===== config.mk =====
export PLATFORM = sky130hd
export DESIGN_NAME = dmem_access_ctrl_flat
export DESIGN_NICKNAME = d
export VERILOG_FILES = /design/src/rtl/dmem_pkg.sv /design/src/rtl/dmem_access_ctrl_if.sv /design/src/rtl/dmem_wait_cnt.sv /design/src/rtl/dmem_access_ctrl.sv /design/src/flat_wrapper.sv
export SDC_FILE = /design/constraint.sdc
export NUM_CORES = 1
export LEC_CHECK = 0
export CAP_MARGIN = 20
export CORE_UTILIZATION = 35
export CTS_CLUSTER_DIAMETER = 150
export CTS_CLUSTER_SIZE = 14
export DETAILED_ROUTE_END_ITERATION = 8
export GPL_TIMING_DRIVEN = 1
export HOLD_SLACK_MARGIN = 0.1
export PLACE_DENSITY_LB_ADDON = 0.15
export RECOVER_POWER = 50
export SLEW_MARGIN = 20
export SYNTH_ARGS = -nofsm -noshare
export SYNTH_HDL_FRONTEND = slang
export SYNTH_SLANG_ARGS = --single-unit

===== constraint.sdc =====
create_clock -name clk -period 1.8 [get_ports clk]
set_input_delay 0.27 -clock clk [delete_from_list [all_inputs] [get_ports clk]]
set_output_delay 0.27 -clock clk [all_outputs]
set_load 0.05 [all_outputs]

===== src/rtl/dmem_pkg.sv =====
// Shared types and constants for the data-memory access controller.
package dmem_pkg;

  // Width of the ACCESS-phase wait counter (TIMEOUT tops out at 255)
  localparam int DMEM_CNT_W = 8;

  // Load data returned when a load is aborted
  localparam logic [15:0] DMEM_ERR_RDAT = 16'hFFFF;

  // Controller phases: wait for a request, run the memory handshake, report
  typedef enum logic [1:0] {
    IDLE   = 2'd0,
    ACCESS = 2'd1,
    DONE   = 2'd2
  } dmem_state_t;

endpackage


===== src/rtl/dmem_access_ctrl_if.sv =====
// External data-memory bus: chip select / write enable handshake with a
// completion strobe. The controller is the master, the memory the slave.
interface dmem_access_ctrl_if #(
  parameter int ADDR_W = 16,
  parameter int DATA_W = 16
);

  logic              mem_cs;
  logic              mem_we;
  logic [ADDR_W-1:0] mem_adr;
  logic [DATA_W-1:0] mem_wdat;
  logic [DATA_W-1:0] mem_rdat;
  logic              mem_ready;

  modport master (
    output mem_cs,
    output mem_we,
    output mem_adr,
    output mem_wdat,
    input  mem_rdat,
    input  mem_ready
  );

  modport slave (
    input  mem_cs,
    input  mem_we,
    input  mem_adr,
    input  mem_wdat,
    output mem_rdat,
    output mem_ready
  );

endinterface


===== src/rtl/dmem_wait_cnt.sv =====
// Counts cycles spent in ACCESS and flags when a ready strobe may be honoured
// and when the access has run out of time.
module dmem_wait_cnt
  import dmem_pkg::*;
#(
  parameter int MIN_WAIT = 1,
  parameter int TIMEOUT  = 255
) (
  input  logic clk,
  input  logic rst_n,
  input  logic clr,
  input  logic inc,
  output logic cnt_ge_min,
  output logic cnt_timeout
);

  localparam logic [DMEM_CNT_W-1:0] MIN_V = DMEM_CNT_W'(MIN_WAIT);
  localparam logic [DMEM_CNT_W-1:0] TMO_V = DMEM_CNT_W'(TIMEOUT - 1);

  logic [DMEM_CNT_W-1:0] cnt;

  // Clear takes priority so the count restarts at 0 on entry to ACCESS
  always_ff @(posedge clk or negedge rst_n) begin
    if (!rst_n) begin
      cnt <= '0;
    end else if (clr) begin
      cnt <= '0;
    end else if (inc) begin
      cnt <= cnt + DMEM_CNT_W'(1);
    end
  end

  // With no minimum wait every cycle is legal; avoids an always-true compare
  generate
    if (MIN_WAIT == 0) begin : g_no_min
      assign cnt_ge_min = 1'b1;
    end else begin : g_min
      assign cnt_ge_min = (cnt >= MIN_V);
    end
  endgenerate

  assign cnt_timeout = (cnt == TMO_V);

endmodule


===== src/rtl/dmem_access_ctrl.sv =====
// Multi-cycle data-memory access controller behind the MEM stage. Issues one
// load or store on the external memory bus, stalls the pipeline until the
// access finishes, and returns registered load data.
module dmem_access_ctrl
  import dmem_pkg::*;
#(
  parameter int ADDR_W   = 16,
  parameter int DATA_W   = 16,
  parameter int MIN_WAIT = 1,
  parameter int TIMEOUT  = 255
) (
  input  logic              clk,
  input  logic              rst_n,
  input  logic              req_rd,
  input  logic              req_wr,
  input  logic [ADDR_W-1:0] req_adr,
  input  logic [DATA_W-1:0] req_wdat,
  output logic              stall,
  output logic [DATA_W-1:0] rdat,
  output logic              rdat_valid,
  output logic              err,
  dmem_access_ctrl_if.master mem
);

  dmem_state_t state, state_nxt;

  logic              start;
  logic              complete;
  logic              abort;
  logic              cs;
  logic              cnt_ge_min;
  logic              cnt_timeout;

  logic              we_q;
  logic              is_load_q;
  logic              conflict_q;
  logic [ADDR_W-1:0] adr_q;
  logic [DATA_W-1:0] wdat_q;
  logic [DATA_W-1:0] rdat_q;
  logic              rdat_valid_q;
  logic              err_q;

  dmem_wait_cnt #(
    .MIN_WAIT (MIN_WAIT),
    .TIMEOUT  (TIMEOUT)
  ) u_wait_cnt (
    .clk         (clk),
    .rst_n       (rst_n),
    .clr         (state != ACCESS),
    .inc         (state == ACCESS),
    .cnt_ge_min  (cnt_ge_min),
    .cnt_timeout (cnt_timeout)
  );

  // State register; reset drops straight back to IDLE even mid-access
  always_ff @(posedge clk or negedge rst_n) begin
    if (!rst_n) begin
      state <= IDLE;
    end else begin
      state <= state_nxt;
    end
  end

  // Next state plus the combinational stall / chip-select decode
  always_comb begin
    state_nxt = state;
    start     = 1'b0;
    complete  = 1'b0;
    abort     = 1'b0;
    stall     = 1'b0;
    cs        = 1'b0;
    case (state)
      IDLE: begin
        if (req_rd || req_wr) begin
          start     = 1'b1;
          stall     = 1'b1;
          state_nxt = ACCESS;
        end
      end
      ACCESS: begin
        cs    = 1'b1;
        stall = 1'b1;
        if (mem.mem_ready && cnt_ge_min) begin
          complete  = 1'b1;
          state_nxt = DONE;
        end else if (cnt_timeout) begin
          abort     = 1'b1;
          state_nxt = DONE;
        end
      end
      DONE: begin
        state_nxt = IDLE;
      end
      default: begin
        state_nxt = IDLE;
      end
    endcase
  end

  // Capture the request, then the result; the status pulses are set only on
  // the edge into DONE so they last exactly that one cycle
  always_ff @(posedge clk or negedge rst_n) begin
    if (!rst_n) begin
      we_q         <= 1'b0;
      is_load_q    <= 1'b0;
      conflict_q   <= 1'b0;
      adr_q        <= '0;
      wdat_q       <= '0;
      rdat_q       <= '0;
      rdat_valid_q <= 1'b0;
      err_q        <= 1'b0;
    end else begin
      rdat_valid_q <= 1'b0;
      err_q        <= 1'b0;
      if (start) begin
        adr_q      <= req_adr;
        wdat_q     <= req_wdat;
        we_q       <= req_wr;
        is_load_q  <= req_rd & ~req_wr;
        conflict_q <= req_rd & req_wr;
      end
      if (complete) begin
        if (is_load_q) begin
          rdat_q <= mem.mem_rdat;
        end
        rdat_valid_q <= is_load_q;
        err_q        <= conflict_q;
      end
      if (abort) begin
        if (is_load_q) begin
          rdat_q <= '1;
        end
        rdat_valid_q <= is_load_q;
        err_q        <= 1'b1;
      end
    end
  end

  assign mem.mem_cs   = cs;
  assign mem.mem_we   = cs & we_q;
  assign mem.mem_adr  = adr_q;
  assign mem.mem_wdat = wdat_q;

  assign rdat       = rdat_q;
  assign rdat_valid = rdat_valid_q;
  assign err        = err_q;

endmodule


===== src/flat_wrapper.sv =====
// flat-port wrapper written by rule: the top's interface ports become plain ports
module dmem_access_ctrl_flat import dmem_pkg::*;
#(
  parameter int ADDR_W   = 16,
  parameter int DATA_W   = 16,
  parameter int MIN_WAIT = 1,
  parameter int TIMEOUT  = 255
)
  (clk, rst_n, req_rd, req_wr, req_adr, req_wdat, stall, rdat, rdat_valid, err, mem_mem_cs, mem_mem_we, mem_mem_adr, mem_mem_wdat, mem_mem_rdat, mem_mem_ready);
  dmem_access_ctrl_if #(.ADDR_W(ADDR_W), .DATA_W(DATA_W)) mem_i ();
  input  logic clk;
  input  logic rst_n;
  input  logic req_rd;
  input  logic req_wr;
  input  logic [ADDR_W-1:0] req_adr;
  input  logic [DATA_W-1:0] req_wdat;
  output logic stall;
  output logic [DATA_W-1:0] rdat;
  output logic rdat_valid;
  output logic err;
  output wire logic [$bits(mem_i.mem_cs)-1:0] mem_mem_cs;
  output wire logic [$bits(mem_i.mem_we)-1:0] mem_mem_we;
  output wire logic [$bits(mem_i.mem_adr)-1:0] mem_mem_adr;
  output wire logic [$bits(mem_i.mem_wdat)-1:0] mem_mem_wdat;
  input wire logic [$bits(mem_i.mem_rdat)-1:0] mem_mem_rdat;
  input wire logic [$bits(mem_i.mem_ready)-1:0] mem_mem_ready;
  assign mem_mem_cs = mem_i.mem_cs;
  assign mem_mem_we = mem_i.mem_we;
  assign mem_mem_adr = mem_i.mem_adr;
  assign mem_mem_wdat = mem_i.mem_wdat;
  assign mem_i.mem_rdat = mem_mem_rdat;
  assign mem_i.mem_ready = mem_mem_ready;
  dmem_access_ctrl #(.ADDR_W(ADDR_W), .DATA_W(DATA_W), .MIN_WAIT(MIN_WAIT), .TIMEOUT(TIMEOUT)) u_core (.clk(clk), .rst_n(rst_n), .req_rd(req_rd), .req_wr(req_wr), .req_adr(req_adr), .req_wdat(req_wdat), .stall(stall), .rdat(rdat), .rdat_valid(rdat_valid), .err(err), .mem(mem_i));
endmodule

# Word level (Yosys, flattened, before mapping)
# Index checks and enable logic that the tools add are counted.
dict set report totals {
  regBits 63
  input_bits 53
  output_inout_bits 53
  word_cells 49
}
dict set report classes {
  n_addsub 1
  order_cmp 1
  n_eq_ne 5
  n_mux 23
  bitwise_logic 4
  reduce_logical 5
}
# operator count
set op_table {}
lappend op_table {{$mux W16} 4}
lappend op_table {{$mux W8} 2}
lappend op_table {{$mux W1} 12}
lappend op_table {{$add A8 B1 Y8 const B} 1}
lappend op_table {{$eq A8 B8 Y1 const B} 1}
lappend op_table {{$ge A8 B1 Y1 const B} 1}
lappend op_table {{$mux W2} 3}
lappend op_table {{$ne A2 B1 Y1 const B} 2}
lappend op_table {{$pmux W2 S2} 1}
lappend op_table {{$and A1 B1 Y1} 3}
lappend op_table {{$ne A3 B1 Y1 const B} 1}
lappend op_table {{$eq A2 B1 Y1 const B} 1}
lappend op_table {{$logic_not A2 Y1} 1}
lappend op_table {{$pmux W1 S2} 1}
lappend op_table {{$reduce_and A2 Y1} 1}
lappend op_table {{$reduce_bool A2 Y1} 1}
lappend op_table {{$logic_and A1 B1 Y1} 1}
lappend op_table {{$logic_or A1 B1 Y1} 1}
lappend op_table {{$not A1 Y1} 1}

# Depth between registers and ports, before layout
# Gate-level depths: netlist of run 1.
dict set report depth {
  word_depth 7
  ltp_mapped 7
  ltp_nobuf 6
}

# Modules after synthesis
# A second synthesis of run 1 with hierarchy kept.
dict set report hier_totals {
  cells_unflattened 201
  hier_area_um2 2643.8
}
# module instances cells_each area_per_inst_um2
set by_module_without_submodules {}
lappend by_module_without_submodules {dmem_access_ctrl 1 154 2194.6}
lappend by_module_without_submodules {dmem_wait_cnt 1 47 449.2}

# Worst setup path before layout of run 1
# OpenSTA, ideal clock, no wires.
dict set report synth_path {
  kind {register -> output}
  from {register u_core.state[1]}
  to {output port mem_mem_we}
  arrival_ns 1.589
  slack_ns -0.059
  path_stages_with_launch 5
  cell_sequence {dfrtp_1 > nand2b_1 > buf_2 > inv_1 > and2_1}
}
dict set report synth_between {
  elab_chain_cells 3
}
# element line
set synth_rtl {}
lappend synth_rtl {{from (decl)} dmem_access_ctrl.sv:25} ;# dmem_state_t state, state_nxt;
lappend synth_rtl {{from (signal assigned)} dmem_access_ctrl.sv:60} ;# state <= state_nxt;
lappend synth_rtl {{$eq A2 B1 Y1} dmem_access_ctrl.sv:72} ;# case (state)
lappend synth_rtl {{$mux W1} dmem_access_ctrl.sv:72}
lappend synth_rtl {{net mem_mem_cs} flat_wrapper.sv:21} ;# output wire logic [$bits(mem_i.mem_cs)-1:0] mem_mem_cs;
lappend synth_rtl {{$and A1 B1 Y1} dmem_access_ctrl.sv:140} ;# assign mem.mem_we = cs & we_q;
lappend synth_rtl {{to (decl)} flat_wrapper.sv:22} ;# output wire logic [$bits(mem_i.mem_we)-1:0] mem_mem_we;
# The timed path passes the listed nets, and every way through them passes these cells.

# Final worst setup path of run 1
dict set report layout_path {
  from {register u_core.adr_q[7] (netlist: u_core.mem.mem_adr[7])}
  to {output port mem_mem_adr[7]}
}
# element line
set layout_rtl {}
lappend layout_rtl {{from (decl)} dmem_access_ctrl.sv:37} ;# logic [ADDR_W-1:0] adr_q;
lappend layout_rtl {{from (signal assigned)} dmem_access_ctrl.sv:116} ;# adr_q <= req_adr;
lappend layout_rtl {{to (decl)} flat_wrapper.sv:23} ;# output wire logic [$bits(mem_i.mem_adr)-1:0] mem_mem_adr;
# No word-level cell between the ends.

==> impl_metrics.ini, run 1 <==
[routing]
drtIter0Drc = 63
antenna_left = 0
drc = 0
num_vias = 1882
vias_per_cell = 4.52
wirelength_um = 5490
avgRoutedWirePerCell_um = 13.2
dr.pass1.iters = 4

[sta]
final_max_slew_viol_count = 0
fin_crit_sh = 0.978
setup_viol = 0
layout_setup_ws_ns = 0.0399
rsz0062_at_grt = no
skew_ns = 0.00694
period_minus_slack_ns = 1.76
worst_slew_pin_slew_ns = 0.872
slew_headroom = 0.419
max_freq_mhz = 568
hold_slack_ns = 0.477
hold_viol = 0

[worst_setup_path]
crit_start = u_core.mem.mem_adr[7]
end_kind = output port
r2r-end = u_core.rdat_valid
reg2reg_slack_ns = 0.14
path_buf_inv = 1
max_stage_delay_ns = 0.81
critPathTopFamily = buffers and inverters
rr_startpoint = u_core.u_wait_cnt.cnt[0]
start_kind = flop
crit_path_top_delay_cell = clkdlybuf4s50_1
worst-endpoint-required_ns = 1.53
crit_type = flop to output port
worst-r2r-cell-count = 5
crit_arrival_ns = 1.49
critical_path.cell_chain = clkdlybuf4s50_1
cp_max_fo = 2

[final_layout]
antennaDiodeCount = 0
syn_to_final_growth_pct = 53.5
stdcell_count = 416
finalNetCount = 369
layout-drive-gt1-share = 0.120

[yosys]
syn_inst = 190
syn_avg_cell_area_um2 = 13.9
netlist_area_um2 = 2640
ys_ff_latch = 63
seq_area_frac_synth = 0.597
synth_warnings = 0
syn_nets = 247
synth_cell_type_count = 33

[cts]
clock_latency_ns = 0.34
cts_tree = built
cts_buffers = 9
htreeDepth = 3
clk_path_buf_depth = 2
clock-sinks = 63
clk_pin_slew_ns = 0.07
clock-root-buffer = clkbuf_8

[placed_design]
place.gp.congestion = 0.711
dp_cells = 398
pre_cts_ws_ns = -0.132
hpwl_um = 3820
numPortBuffers = 105

[worst_hold_path]
holdPathStages = 1
min_path_type = flop to flop
hold_end = u_core.mem.mem_wdat[13]
min_from = u_core.mem.mem_wdat[13]

[floorplan]
die_h_um = 88.9
initial_core_util = 0.364
design.die.area_um2 = 7890
ios = 106
core_area_um2 = 7250
die-width_um = 88.9
rows = 31

[outcome]
run_status = finished clean

[global_route]
grt_max_degree = 64
grt.overflow.total = 0
track_usage = 0.156
antenna_found_initial = 0
grt_pass1_wl_um = 9010
first_global_vias = 1994

[power]
peakVddDrop_mv = 1.09
power_density_nw_per_um2 = 2020
total_power_mw = 8.20
leakagePower_nw = 1.98

[job]
maxCapViolCount = 0
registers in the layout (all words and copies together) (netlist names):
signal                 cells
u_core.conflict_q          1
u_core.err                 1
u_core.is_load_q           1
u_core.mem.mem_adr        16
u_core.mem.mem_wdat       16
u_core.rdat               16
u_core.rdat_valid          1
u_core.state               2
u_core.u_wait_cnt.cnt      8
u_core.we_q                1
cells in the final DEF, fill, tap and decap left out, types with 2 or more instances in the layout:
cell type	synthesis	routed
ha_1	4	4
clkinvlp_4	0	3
nor2_1	10	11
nor3_1	2	2
clkbuf_8	0	11
buf_12	0	5
clkdlybuf4s50_1	0	62
xor2_1	2	2
buf_4	3	6
clkinv_2	0	2
mux2_1	32	32
dlymetal6s2s_1	0	24
dfrtp_1	63	63
nand2b_1	2	2
a21oi_1	3	3
nand2_1	20	20
dlygate4sd2_1	0	2
clkbuf_1	0	16
inv_1	4	4
nand3_1	3	4
xnor2_1	3	3
mux2i_1	17	17
cell usage after synthesis, drive strengths merged:
| library cell | instances | area, um^2 |
|---|---|---|
| dfrtp | 63 | 1580 |
| mux2 | 32 | 360 |
| nand2 | 20 | 75.1 |
| mux2i | 17 | 170 |
| nor2 | 11 | 43.8 |
| buf | 7 | 55.1 |
| a21oi | 4 | 31.3 |
| ha | 4 | 50.1 |
| inv | 4 | 15.0 |
| nand3 | 4 | 25.0 |
| nor3 | 3 | 26.3 |
| xnor2 | 3 | 26.3 |
| and2 | 2 | 12.5 |
| nand2b | 2 | 12.5 |
| nand4b | 2 | 38.8 |
| o21ai | 2 | 10.0 |
| xor2 | 2 | 17.5 |
| a21boi | 1 | 11.3 |
| a21o | 1 | 7.51 |
| a22o | 1 | 8.76 |
| and3 | 1 | 7.51 |
| nor4 | 1 | 21.3 |
| nor4b | 1 | 23.8 |
| o21a | 1 | 7.51 |
| or3 | 1 | 6.26 |
stage by stage:
stage               TNS (ns)  area (um^2)   util
floorplan                  0         2640      -
global placement       -1.64         3870  0.533
detailed placement     -1.91         3870  0.533
CTS                        0         4080  0.563
global route               0         4050  0.559
finish                     0         4050  0.559
power by group:
| part | internal [mW] | leakage (nW) | switching (mW) |
|---|---|---|---|
| logic | 1.64 | 1.12 | 3.07 |
| registers | 2.05 | 0.767 | 0.330 |
| clock network | 0.569 | 0.0873 | 0.546 |
layer usage:
layer,part of all wire,global-route usage,vias to the layer above
met5,0,0,-
met3,0.093,0.0718,10
li1,-,-,894
met4,0.018,0.0865,0
met2,0.44,0.228,70
met1,0.45,0.191,908
cells by family (layout without fill, tap and decap cells):
kind of cell | count (synthesis) | in the layout | share of synthesized area
and+or+nand+nor | 48 | 48 | 0.111
DFF | 63 | 63 | 0.597
adders and majority gates | 4 | 4 | 0.0190
muxes | 49 | 49 | 0.201
buffers and inverters | 11 | 138 | 0.0265
AOI/OAI and AO/OA | 10 | 10 | 0.0289
xor gates and xnor gates | 5 | 5 | 0.0166
what timing repair did:
item	4_1_cts	5_1_grt
cloned	0	0
hold buffers	1	0
hold endpoints to repair	63	0
setup endpoints to repair	18	27
buffers inserted	1	0
gates resized for setup	2	27
pin swaps	1	0
how the worst max path moves through the flow:
stage,to,slack [ns],cells after the start
after detailed placement,u_core.rdat[6],-0.13,5
after CTS,rdat[12],0.001,1
final,mem_mem_adr[7],0.04,1
after floorplan,mem_mem_we,0.05,4
after global routing,mem_mem_adr[15],0.0004,1
after global placement,u_core.rdat[0],-0.11,5
layout make-up:
cell class / instances / area, um^2
Clock buffer: 11 / 151
Inverter: 4 / 15.0
Tap cell: 99 / 124
Sequential cell: 63 / 1580
Multi-Input combinational cell: 116 / 987
Fill cell: 648 / 3200
Clock inverter: 5 / 32.5
Timing Repair Buffer: 118 / 1170
Note: power is estimated with default switching activity, not from simulation.
==> inputs of run 2 (changes only) <==
==> constraint.sdc (replaced) <==
create_clock -name clk -period 1.8 [get_ports clk]
set_input_delay 0.18 -clock clk [delete_from_list [all_inputs] [get_ports clk]]
set_output_delay 0.18 -clock clk [all_outputs]
set_load 0.05 [all_outputs]
==> run 2 against run 1 <==
Compared with the run above:
- maximum frequency grew 3.1%
- sequential power grew 2%
- non-clock buffer count is 3 lower
- flip-flop and latch count stayed put
- sequential share of layout area increased by 0.24 points
- power rose by 1.4%
- cell count fell by 0.72%
- clock skew shrank 0.0014 ns
- global-route usage is 0.45 points higher
- via count increased by 1.7%
- critical path type unchanged
==> impl_metrics.ini, run 2 (synthesized netlist as in run 1, its figures left out) <==
[cts]
clk_path_buf_depth = 2
cts_tree = built
cts_buffers = 9
clk_pin_slew_ns = 0.07
htreeDepth = 3
clock-root-buffer = clkbuf_8
clock-sinks = 63
clock_latency_ns = 0.33

[floorplan]
ios = 106
die-width_um = 88.9
die_h_um = 88.9
core_area_um2 = 7250
initial_core_util = 0.364
design.die.area_um2 = 7890
rows = 31

[routing]
vias_per_cell = 4.63
dr.pass1.iters = 4
avgRoutedWirePerCell_um = 14.4
drtIter0Drc = 45
drc = 0
wirelength_um = 5950
num_vias = 1914
antenna_left = 0

[placed_design]
hpwl_um = 4030
numPortBuffers = 105
place.gp.congestion = 0.721
post_dp_cell_area_um2 = 3880

[worst_setup_path]
end_kind = output port
crit_arrival_ns = 1.53
reg2reg_slack_ns = 0.14
cp_max_fo = 4
rr_startpoint = u_core.state[0]
worst-endpoint-required_ns = 1.62
start_kind = flop
crit_start = u_core.state[1]
crit_type = flop to output port

[global_route]
grt.overflow.total = 0
first_global_vias = 2057
track_usage = 0.161
antenna_found_initial = 0
grt_max_degree = 64
grt_pass1_wl_um = 9360

[power]
leakagePower_nw = 1.75
power_density_nw_per_um2 = 2070
peakVddDrop_mv = 1.44

[outcome]
run_status = finished clean

[sta]
fin_crit_sh = 0.948
period_minus_slack_ns = 1.71
rsz0062_at_grt = no
finalSetupTns_ns = 0
skew_ns = 0.00555
hold_viol = 0
slew_headroom = 0.415
max_freq_mhz = 586
hold_slack_ns = 0.441
final_max_slew_viol_count = 0
worst_slew_pin_slew_ns = 0.878
setup_viol = 0

[final_layout]
final_common_cell = clkdlybuf4s50_1
layout-drive-gt1-share = 0.102
layout_common_cells = clkdlybuf4s50_1 (101), dfrtp_1 (63), mux2_1 (32)
finalNetCount = 367
final_area_um2 = 4030
antennaDiodeCount = 0
syn_to_final_growth_pct = 52.6
fin_util = 0.555

[job]
maxCapViolCount = 0

[worst_hold_path]
min_path_type = input pin to flop
min_from = req_adr[13]
-- run 2: cell types whose count changed in the layout (fill, tap and decap cells not counted), sizes merged --
cell	before	now
clkinv	2	3
clkinvlp	3	1
clkbuf	28	17
buf	12	7
dlygate4sd2	2	0
clkdlybuf4s50	62	101
dlymetal6s2s	24	0
nand4b	2	3
-- run 2: what timing repair did --
item	4_1_cts	5_1_grt
hold endpoints to repair	63	0
endpoints found under the setup margin	0	17
hold buffers	1	0
gates resized for setup	0	1
buffers inserted	0	1
-- run 2: power breakdown --
group | switching, mW | internal (mW) | total [mW]
clock network | 0.526 | 0.522 | 1.05
registers | 0.377 | 2.05 | 2.43
logic | 3.07 | 1.77 | 4.84
-- run 2: per-layer routing --
layer	vias to the layer above	global-route usage	wire length, um
met4	0	0.0792	93
met3	13	0.0718	538
met2	70	0.237	2900
met1	934	0.200	2420
li1	897	-	-
met5	-	0	0
-- run 2: worst max-delay path: stages (launching register included) --
cell      delay [ns]
dfrtp_1         0.41
nand2b_1        0.17
inv_1           0.21
clkbuf_1        0.24
buf_12          0.17
-- run 2: path summary, 6_finish.rpt --
kind	end	cells after the start
max	mem_mem_cs	4
min in group asynchronous	u_core.is_load_q	3
max in group asynchronous	u_core.u_wait_cnt.cnt[6]	3
min reg2reg	u_core.mem.mem_wdat[6]	1
min	u_core.mem.mem_adr[13]	2
max reg2reg	u_core.mem.mem_wdat[3]	4
-- run 2: area by class of cell --
class / instances / area [um^2]
well taps: 99 / 124
clock inverters: 4 / 22.5
clock buffers: 11 / 141
fillers: 650 / 3230
repair buffers: 115 / 1140
flip-flops and latches: 63 / 1580
inverters: 4 / 15.0
multi-input cells: 117 / 1010
-- run 2: per-stage QoR --
| stage | setup slack (ns) | std cells | total power, mW |
|---|---|---|---|
| 3_3_place_gp | 0.173 | 395 | 7.35 |
| 4_1_cts | 0.0519 | 411 | 8.52 |
| 6_report | 0.0928 | 413 | 8.32 |
| 3_5_place_dp | 0.0900 | 395 | 7.42 |
| 2_1_floorplan | 0.0312 | 190 | 5.60 |
| 5_1_grt | 0.0226 | 413 | 8.79 |
==> inputs of run 3 (changes only) <==
--- a/config.mk
+++ b/config.mk
@@ -14,7 +14,7 @@
 export HOLD_SLACK_MARGIN = 0.1
 export PLACE_DENSITY_LB_ADDON = 0.15
 export RECOVER_POWER = 50
-export SLEW_MARGIN = 20
+export SLEW_MARGIN = 0
 export SYNTH_ARGS = -nofsm -noshare
 export SYNTH_HDL_FRONTEND = slang
 export SYNTH_SLANG_ARGS = --single-unit
==> results of run 3 <==
Same layout as run 2: the final DEF is identical, and so are final timing and power.
